## src/rtl/acl_movement_reader_if.sv

```systemverilog
// ADXL362 SPI pins plus the packed movement word handed to the sprite stage.
// The master modport is the reader; the slave modport is the sensor/consumer side.
interface acl_movement_reader_if;
  logic       ACL_MISO;
  logic       ACL_MOSI;
  logic       ACL_SCLK;
  logic       ACL_CSN;
  logic [9:0] movementData;
  logic       data_valid;
  logic       cfg_done;

  modport master (
    input  ACL_MISO,
    output ACL_MOSI, ACL_SCLK, ACL_CSN, movementData, data_valid, cfg_done
  );

  modport slave (
    output ACL_MISO,
    input  ACL_MOSI, ACL_SCLK, ACL_CSN, movementData, data_valid, cfg_done
  );
endinterface

```

## src/rtl/acl_movement_reader.sv

```systemverilog
// ADXL362 SPI master: one POWER_CTL write after startup, then periodic X/Y burst reads
// scaled/saturated to 5 bits each. Optional deadzone via ACL_DEADZONE_EN. No backpressure.
module acl_movement_reader #(
  parameter int SCLK_DIV       = 50,
  parameter int STARTUP_CYCLES = 1000000,
  parameter int UPDATE_CYCLES  = 1666666,
  parameter int SHIFT          = 2,
  parameter int DEADZONE       = 1
) (
  input  logic                   CLK100MHZ,
  input  logic                   CPU_RESETN,
  acl_movement_reader_if.master  acl
);

  typedef enum logic [2:0] {
    ST_STARTUP, ST_CFG, ST_CFG_GAP, ST_READ, ST_UPDATE, ST_WAIT
  } state_t;

  localparam int          DIV_W      = $clog2(SCLK_DIV);
  localparam logic [31:0] CFG_FRAME  = 32'h0A2D_0200;
  localparam logic [31:0] READ_FRAME = 32'h0B08_0000;

  state_t            state, state_nxt;
  logic [31:0]       timer, timer_nxt;
  logic [DIV_W-1:0]  div_cnt, div_nxt;
  logic [6:0]        hp_cnt, hp_nxt;
  logic [31:0]       tx_sr, tx_nxt;
  logic [15:0]       rx_sr, rx_nxt;
  logic              csn, csn_nxt, sclk, sclk_nxt, mosi, mosi_nxt;
  logic [9:0]        mdata, mdata_nxt;
  logic              dv, dv_nxt, cfg_done, cfg_done_nxt;
  logic              tick, start;
  logic [31:0]       start_word;
  logic [6:0]        n2, k;

  // Scale one raw axis byte to 5-bit two's complement with saturation.
  function automatic logic [4:0] scale(input logic [7:0] raw);
    int s;
    s = int'($signed(raw)) >>> SHIFT;
    if (s > 15)
      s = 15;
    else if (s < -16)
      s = -16;
`ifdef ACL_DEADZONE_EN
    if (s <= DEADZONE && s >= -DEADZONE)
      s = 0;
`endif
    return 5'(s);
  endfunction

  assign tick = (div_cnt == DIV_W'(SCLK_DIV - 1));

  always_comb begin
    state_nxt    = state;
    timer_nxt    = (timer != '1) ? timer + 32'd1 : timer;
    div_nxt      = '0;
    hp_nxt       = hp_cnt;
    tx_nxt       = tx_sr;
    rx_nxt       = rx_sr;
    csn_nxt      = csn;
    sclk_nxt     = sclk;
    mosi_nxt     = mosi;
    mdata_nxt    = mdata;
    dv_nxt       = 1'b0;
    cfg_done_nxt = cfg_done;
    start        = 1'b0;
    start_word   = READ_FRAME;
    n2           = (state == ST_CFG) ? 7'd48 : 7'd64;
    k            = hp_cnt + 7'd1;

    if (state == ST_CFG || state == ST_CFG_GAP || state == ST_READ)
      div_nxt = tick ? '0 : div_cnt + DIV_W'(1);

    case (state)
      ST_STARTUP: begin
        if (timer == 32'(STARTUP_CYCLES - 1)) begin
          start      = 1'b1;
          start_word = CFG_FRAME;
          state_nxt  = ST_CFG;
        end
      end
      ST_CFG, ST_READ: begin
        if (tick) begin
          hp_nxt = k;
          // Odd half-periods are rising edges (sample), even ones falling (shift out).
          if (k <= n2) begin
            if (k[0]) begin
              sclk_nxt = 1'b1;
              rx_nxt   = {rx_sr[14:0], acl.ACL_MISO};
            end else begin
              sclk_nxt = 1'b0;
              if (k < n2) begin
                mosi_nxt = tx_sr[30];
                tx_nxt   = tx_sr << 1;
              end
            end
          end else if (k == n2 + 7'd1) begin
            csn_nxt  = 1'b1;
            mosi_nxt = 1'b0;
            if (state == ST_CFG) begin
              hp_nxt    = '0;
              state_nxt = ST_CFG_GAP;
            end
          end else if (k == n2 + 7'd3) begin
            state_nxt = ST_UPDATE;
          end
        end
      end
      ST_CFG_GAP: begin
        if (tick) begin
          hp_nxt = k;
          if (k == 7'd2) begin
            cfg_done_nxt = 1'b1;
            start        = 1'b1;
            timer_nxt    = '0;
            state_nxt    = ST_READ;
          end
        end
      end
      ST_UPDATE: begin
        mdata_nxt = {scale(rx_sr[15:8]), scale(rx_sr[7:0])};
        dv_nxt    = 1'b1;
        state_nxt = ST_WAIT;
      end
      ST_WAIT: begin
        if (timer >= 32'(UPDATE_CYCLES - 1)) begin
          start     = 1'b1;
          timer_nxt = '0;
          state_nxt = ST_READ;
        end
      end
      default: state_nxt = ST_STARTUP;
    endcase

    if (start) begin
      csn_nxt  = 1'b0;
      sclk_nxt = 1'b0;
      tx_nxt   = start_word;
      mosi_nxt = start_word[31];
      hp_nxt   = '0;
      div_nxt  = '0;
      rx_nxt   = '0;
    end
  end

  always_ff @(posedge CLK100MHZ or negedge CPU_RESETN) begin
    if (!CPU_RESETN) begin
      state    <= ST_STARTUP;
      timer    <= '0;
      div_cnt  <= '0;
      hp_cnt   <= '0;
      tx_sr    <= '0;
      rx_sr    <= '0;
      csn      <= 1'b1;
      sclk     <= 1'b0;
      mosi     <= 1'b0;
      mdata    <= '0;
      dv       <= 1'b0;
      cfg_done <= 1'b0;
    end else begin
      state    <= state_nxt;
      timer    <= timer_nxt;
      div_cnt  <= div_nxt;
      hp_cnt   <= hp_nxt;
      tx_sr    <= tx_nxt;
      rx_sr    <= rx_nxt;
      csn      <= csn_nxt;
      sclk     <= sclk_nxt;
      mosi     <= mosi_nxt;
      mdata    <= mdata_nxt;
      dv       <= dv_nxt;
      cfg_done <= cfg_done_nxt;
    end
  end

  assign acl.ACL_CSN      = csn;
  assign acl.ACL_SCLK     = sclk;
  assign acl.ACL_MOSI     = mosi;
  assign acl.movementData = mdata;
  assign acl.data_valid   = dv;
  assign acl.cfg_done     = cfg_done;

endmodule
```

## src/flat_wrapper.sv

```systemverilog
// flat-port wrapper written by rule: the top's interface ports become plain ports
module acl_movement_reader_flat 
#(
  parameter int SCLK_DIV       = 50,
  parameter int STARTUP_CYCLES = 1000000,
  parameter int UPDATE_CYCLES  = 1666666,
  parameter int SHIFT          = 2,
  parameter int DEADZONE       = 1
)
  (CLK100MHZ, CPU_RESETN, acl_ACL_MISO, acl_ACL_MOSI, acl_ACL_SCLK, acl_ACL_CSN, acl_movementData, acl_data_valid, acl_cfg_done);
  acl_movement_reader_if acl_i ();
  input  logic CLK100MHZ;
  input  logic CPU_RESETN;
  input wire logic [$bits(acl_i.ACL_MISO)-1:0] acl_ACL_MISO;
  output wire logic [$bits(acl_i.ACL_MOSI)-1:0] acl_ACL_MOSI;
  output wire logic [$bits(acl_i.ACL_SCLK)-1:0] acl_ACL_SCLK;
  output wire logic [$bits(acl_i.ACL_CSN)-1:0] acl_ACL_CSN;
  output wire logic [$bits(acl_i.movementData)-1:0] acl_movementData;
  output wire logic [$bits(acl_i.data_valid)-1:0] acl_data_valid;
  output wire logic [$bits(acl_i.cfg_done)-1:0] acl_cfg_done;
  assign acl_i.ACL_MISO = acl_ACL_MISO;
  assign acl_ACL_MOSI = acl_i.ACL_MOSI;
  assign acl_ACL_SCLK = acl_i.ACL_SCLK;
  assign acl_ACL_CSN = acl_i.ACL_CSN;
  assign acl_movementData = acl_i.movementData;
  assign acl_data_valid = acl_i.data_valid;
  assign acl_cfg_done = acl_i.cfg_done;
  acl_movement_reader #(.SCLK_DIV(SCLK_DIV), .STARTUP_CYCLES(STARTUP_CYCLES), .UPDATE_CYCLES(UPDATE_CYCLES), .SHIFT(SHIFT), .DEADZONE(DEADZONE)) u_core (.CLK100MHZ(CLK100MHZ), .CPU_RESETN(CPU_RESETN), .acl(acl_i));
endmodule
```

## config.mk

```make
export PLATFORM = sky130hd
export DESIGN_NAME = acl_movement_reader_flat
export DESIGN_NICKNAME = d
export VERILOG_FILES = /design/src/rtl/acl_movement_reader_if.sv /design/src/rtl/acl_movement_reader.sv /design/src/flat_wrapper.sv
export SDC_FILE = /design/constraint.sdc
export NUM_CORES = 1
export LEC_CHECK = 0
export ABC_AREA = 0
export CAP_MARGIN = 20
export CORE_MARGIN = 5
export CORE_UTILIZATION = 66
export CTS_CLUSTER_DIAMETER = 120
export DETAILED_ROUTE_END_ITERATION = 6
export PLACE_DENSITY = 0.91
export SLEW_MARGIN = 20
export SYNTH_ARGS = -nofsm -noshare
export SYNTH_HDL_FRONTEND = slang
export SYNTH_SLANG_ARGS = --single-unit
export TNS_END_PERCENT = 50
```

## constraint.sdc

```tcl
create_clock -name CLK100MHZ -period 8.9 [get_ports CLK100MHZ]
set_input_delay 1.335 -clock CLK100MHZ [delete_from_list [all_inputs] [get_ports CLK100MHZ]]
set_output_delay 1.335 -clock CLK100MHZ [all_outputs]
set_load 0.02 [all_outputs]
```

==> run metrics, run 1 <==
status=finished clean; internal power=0.000565 W; largest net degree at the start of global routing=88; first-pass GRT wire length=18,300 um; initial antenna violation count=0; CP Capture Point=u_core.rx_sr[11]; EDFF count, synth=0; Setup WS post-layout=5.28 ns; footprint of the multi-input gates=2620 um2; post-synthesis async set-or-reset flop share=100%; number of I/O pins=18; Pwr per Cell Area=130 nW/um2; Clk network pwr share=36.6%; Die Ht=100 um; Area growth syn-to-layout=6.01%; CP required=9.14 ns; post-synth cell types=58; Layout fillers=571; Psw=0.000174 W; combinational share of power=1.3%; via count=4,046; Cell Rows=33; Yosys reg bits=101; total negative slack=0 ns; clock root cell=clkbuf_8; worst-path fanout max=17; DRT iter0 DRCs=240; CP startpoint kind=flop; biggest area consumer among synthesized cells=dfrtp_1; Max-Cap Viols=0; # setup viols final=0; Synth top area share=46.6%; sequential area share after synthesis=47.1%; clk sink count=101; main flop type after synthesis=dfrtp_1; mean cell area of the mapped netlist=9.66 um2; area post-placement=5500 um2; Seq pwr share=62.1%; WP data arrival=3.87 ns; Clock Latency Late Sink=0.37 ns; R2R cell count=10; Max Slew Vio Count=0; hold buffers post-CTS=0; RSZ-0062 raised after global routing=no; DP HPWL=7200 um; synth top area cells=dfrtp_1, nand2_1, nor2_1; core area=8050 um2; Cell Area, Synth=5370 um2; Post-Syn Nets=574; critical path endpoint category=flop; drt pass-1 iters=5; r2r setup slk=5.28 ns; pre-CTS WS=5.34 ns; worst hold path class=flop to flop; most instantiated library cell after synthesis=dfrtp_1; Tmin final=3.62 ns; vias per std cell=6.01; Pwr Total=0.000738 W; worst r2r src=u_core.hp_cnt[0]; Crit. Startpoint=u_core.hp_cnt[0]; Leakage=2.41 nW; part of the cycle the worst path needs=40.7%; final estimated routing congestion in global placement=0.917; total wire length=10,600 um; Crit Path Category=flop to flop; Slew @ Worst Pin=1.01 ns; Register Area=2530 um2; layout cells sized above 1=11.6%; synth warn=0; H-tree Lvls=3; deepest clock path buffer count=2; CTS buffer count=9; Switching Share=23.5%; Layout Skew=0.0132 ns; global-route usage over all layers=22.5%; vias in the first global route=4,065; Routed WL per cell=15.8 um; Fmax achieved=276 MHz; Post-Layout Inst Area=5690 um2; DRT antenna net count=0; antenna cells=0; DR DRC count=0; die area=10,000 um2; final hold vios=0; Post-Syn Instances=556; cts repair resizes=0; R2R Path End=u_core.rx_sr[11]; I/O Buffers=17; CTS clk-pin slew, worst paths=0.10 ns; VDD IR max=85.2 uV; CTS tree=done; commonest cells in the netlist=dfrtp_1, nand2_1, nor2_1, o21ai_0; initial core utilization=66.7%; final net count=581; total setup buffers inserted after CTS=0; Rel. slew slack=32.4%; Die Width=100 um; grt total ovfl=0
-- worst min-delay path by stage --
stage,start,to,cells after the start
3_3_place_gp,u_core.acl.cfg_done,u_core.acl.cfg_done,1
2_1_floorplan,u_core.tx_sr[24],u_core.tx_sr[25],2
6_report,u_core.acl.cfg_done,u_core.acl.cfg_done,1
5_1_grt,u_core.acl.movementData[7],u_core.acl.movementData[7],2
4_1_cts,u_core.acl.cfg_done,u_core.acl.cfg_done,1
3_5_place_dp,u_core.acl.cfg_done,u_core.acl.cfg_done,1
-- power groups by stage --
stage / Sequential (W) / Clock (W) / Combinational [W]
6_report: 0.000459 / 0.000270 / 0.00000961
5_1_grt: 0.000459 / 0.000293 / 0.0000117
4_1_cts: 0.000459 / 0.000278 / 0.0000101
3_5_place_dp: 0.000468 / 0 / 0.0000101
3_3_place_gp: 0.000468 / 0 / 0.00000976
2_1_floorplan: 0.000468 / 0 / 0.0000000114
-- area by class of cell --
class | instances | share of cell area (%)
Inverter | 13 | 0.857
Sequential cell | 101 | 44.4
Clock inverter | 7 | 0.989
Tap cell | 105 | 2.31
Timing Repair Buffer | 19 | 3.27
Clock buffer | 9 | 2.18
Multi-Input combinational cell | 419 | 46.0
-- worst max-delay path, stage by stage, from the launching register on --
cell     delay (ns)
dfrtp_1        0.57
ha_1           0.30
nand4_1        0.14
nor2_1         0.20
xor2_1         0.31
ha_1           0.33
nor2_1         0.20
a31oi_1        0.20
nor3_4         0.85
mux2i_1        0.34
nor2_2         0.06
-- registers in the layout (all words and copies together), names as in the netlist --
name and flops:
u_core.rx_sr 16, u_core.div_cnt 6, u_core.tx_sr 22, u_core.acl.movementData 10, u_core.timer 32, u_core.state 3
u_core.acl.cfg_done 1, u_core.hp_cnt 7, u_core.acl.data_valid 1, u_core.acl.ACL_MOSI 1, u_core.acl.ACL_CSN 1, u_core.acl.ACL_SCLK 1
-- metal layers --
metal / GRT usage, % / up-vias / wire [um]
li1: - / 1946 / -
met1: 29.7 / 1975 / 4760
met2: 36.5 / 107 / 5220
met3: 4.59 / 18 / 437
met4: 9.02 / 0 / 209
met5: 0 / - / 0
-- cells by family (layout without fill, tap and decap cells) --
logic type	count (synthesis)	after routing	synth area share, %
and+or+nand+nor	268	268	25.4
DFF	101	101	47.1
AOI/OAI and AO/OA	76	76	9.39
xor gates and xnor gates	36	36	5.87
buffers and inverters	36	48	4.17
muxes	24	24	4.57
adders and majority gates	15	15	3.49
-- metrics by stage --
| step | utilization [%] | std cells | hold WS, ns |
|---|---|---|---|
| 6_report | 70.7 | 673 | 0.481 |
| 5_1_grt | 70.7 | 673 | 0.516 |
| 4_1_cts | 70.6 | 672 | 0.485 |
| 3_5_place_dp | 68.3 | 656 | 0.458 |
| 3_3_place_gp | 68.3 | 656 | 0.453 |
| 2_1_floorplan | - | 556 | 0.455 |
-- layout by cell type (no fill, tap or decap), types with 3 or more instances in the layout --
cell / n
nand3_1: 18
mux2i_1: 20
nor4_1: 8
inv_6: 3
nand3b_1: 4
nor2_1: 56
clkbuf_8: 9
ha_1: 15
nor2b_1: 5
dfrtp_1: 100
nor3_1: 21
mux2_2: 4
clkdlybuf4s50_1: 16
nand2_1: 76
or4_1: 3
nand4_1: 15
nor2_2: 21
xor2_1: 19
a41oi_1: 3
nor3b_1: 4
and3_1: 7
and4_1: 7
a31oi_1: 3
a211oi_1: 3
a21oi_2: 9
o21ai_0: 25
o31ai_1: 4
or2_2: 5
xnor2_1: 17
inv_1: 13
or3_1: 7
nand2b_1: 4
a21oi_1: 13
Power figures use the tool's default switching activity.
==> run 2, diff against run 1 <==
Settings changed: CORE_UTILIZATION 66 to 61, PLACE_DENSITY 0.91 to 0.85.
Clock period 8.9 ns to 3.8 ns, I/O delays scaled along.
==> run metrics, run 2 (same netlist as run 1, synthesis figures left out) <==
status=finished clean; crit path cell chain=ha_1, nand4_1, nor2_1, xor2_1, ha_1, nor2_1, a31oi_1, nor3_4, mux2i_1, nor2_2; Rel. slew slack=35.8% (+3.4 points); WP buf/inv=0 (unchanged); Max-Cap Viols=0 (unchanged); VDD IR max=172 uV (+100%); final net count=584 (+0.52%); number of I/O pins=18 (unchanged); initial core utilization=62.2% (-4.5 points); largest stage delay on the critical path=0.83 ns (-0.02 ns); commonest non-fill, non-tap cell in the layout=dfrtp_1; vias per std cell=5.87 (-2.3%); # setup viols final=0 (unchanged); Routed WL per cell=15.1 um (-4.0%); Slew @ Worst Pin=0.960 ns (-0.0513 ns); WP data arrival=3.78 ns (-0.09 ns); Top reg by flops=u_core.timer; Layout fillers=671 (+18%); clk sink count=101 (unchanged); Max Slew Vio Count=0 (unchanged); worst-path fanout max=17 (unchanged); RSZ-0062 raised after global routing=no; Hold WS=0.286 ns (-0.194 ns); Clock Latency Late Sink=0.37 ns (about the same); DP HPWL=6970 um (-3.2%); most frequent cells in the layout=dfrtp_1, nand2_1, nor2_1, o21ai_0; Crit Path Category=flop to flop; via count=3,988 (-1.4%); max FFs per register=32 (unchanged); area post-placement=5540 um2 (+0.61%); clock root cell=clkbuf_8; critical path endpoint category=flop; Pwr per Cell Area=302 nW/um2 (+130%); die area=10,800 um2 (+7.4%); grt total ovfl=0 (unchanged); final estimated routing congestion in global placement=0.901 (-1.8%); CTS tree=done; Leakage=2.42 nW (+0.28%); CP startpoint kind=flop; layout cells sized above 1=11.9% (+0.29 points); hold buffers post-CTS=0 (unchanged); r2r setup slk=0.27 ns (-5.01 ns); Post-Layout Inst Area=5730 um2 (+0.66%); Cell Rows=34 (+3.0%); Fmax achieved=283 MHz (+2.5%); total negative slack=0 ns (unchanged); vias in the first global route=3,956 (-2.7%); CTS clk-pin slew, worst paths=0.10 ns (about the same); initial antenna violation count=0 (unchanged); Crit path max-delay family=simple AND/OR/NAND/NOR gates; Area growth syn-to-layout=6.71%; total wire length=10,300 um (-3.2%); Die Width=104 um (+3.6%); part of the cycle the worst path needs=93.0% (+52 points); worst hold path class=input pin to async pin; antenna cells=0 (unchanged); pre-CTS WS=0.300 ns (-5.04 ns); largest net degree at the start of global routing=67 (-24%); largest registers=u_core.timer (32), u_core.tx_sr (22), u_core.rx_sr (16); Layout Skew=0.0121 ns (-0.00111 ns); global-route usage over all layers=19.7% (-2.8 points); Setup WS post-layout=0.265 ns (-5.01 ns); CP required=4.04 ns (-5.10 ns); Die Ht=104 um (+3.6%); Pwr Total=0.00173 W (+130%); I/O Buffers=17 (unchanged); final hold vios=0 (unchanged); slowest CP cell=nor3_4; deepest clock path buffer count=2 (unchanged); DR DRC count=0 (unchanged); CTS buffer count=9 (unchanged); DRT antenna net count=0 (unchanged); core area=8640 um2 (+7.3%); first-pass GRT wire length=18,000 um (-1.7%); drt pass-1 iters=4 (-1); H-tree Lvls=3 (unchanged); DRT iter0 DRCs=222 (-7.5%); Tmin final=3.53 ns (-0.0891 ns)
## run 2: repair_timing
| action | 4_1_cts | 5_1_grt |
|---|---|---|
| endpoints found under the setup margin | 0 | 1 |
| gates resized for setup | 0 | 1 |
| buffers inserted | 0 | 0 |
## run 2: metal layers
metal / track usage, % / share of wire (%) / wire (um)
met5: 0 / 0 / 0
met4: 8.14 / 2.4 / 251
met3: 3.98 / 3.6 / 373
met2: 31.7 / 48 / 4980
met1: 26.2 / 46 / 4680
## run 2: final timing paths
path,startpoint,to,cells past startpoint
min,CPU_RESETN,u_core.timer[4],1
max,u_core.hp_cnt[0],u_core.rx_sr[9],10
max reg2reg,u_core.hp_cnt[0],u_core.rx_sr[9],10
min in group CLK100MHZ,u_core.acl.movementData[6],u_core.acl.movementData[6],2
min reg2reg,u_core.acl.movementData[6],u_core.acl.movementData[6],2
max in group asynchronous,CPU_RESETN,u_core.tx_sr[27],2
## run 2: layout make-up
| type | count | area [um2] | share of cell area, % |
|---|---|---|---|
| inverter | 13 | 48.8 | 0.851 |
| timing repair buffer | 22 | 205 | 3.58 |
| clock buffer | 10 | 138 | 2.40 |
| tap | 108 | 135 | 2.36 |
| sequential | 101 | 2530 | 44.1 |
| multi-input combinational | 419 | 2630 | 45.9 |
| clock inverter | 6 | 45.0 | 0.786 |
## run 2: metrics by stage
step,util (%),cells
6_report,66.4,679
5_1_grt,66.4,679
4_1_cts,66.2,679
3_5_place_dp,64.1,663
3_3_place_gp,64.1,663
2_1_floorplan,-,556
## run 2: where the power goes
group,total (W),internal (W),leakage [nW],switching [W]
combinational,0.0000228,0.00000288,0.940,0.0000199
sequential,0.00107,0.00107,1.39,0
clock,0.000637,0.000259,0.0853,0.000378
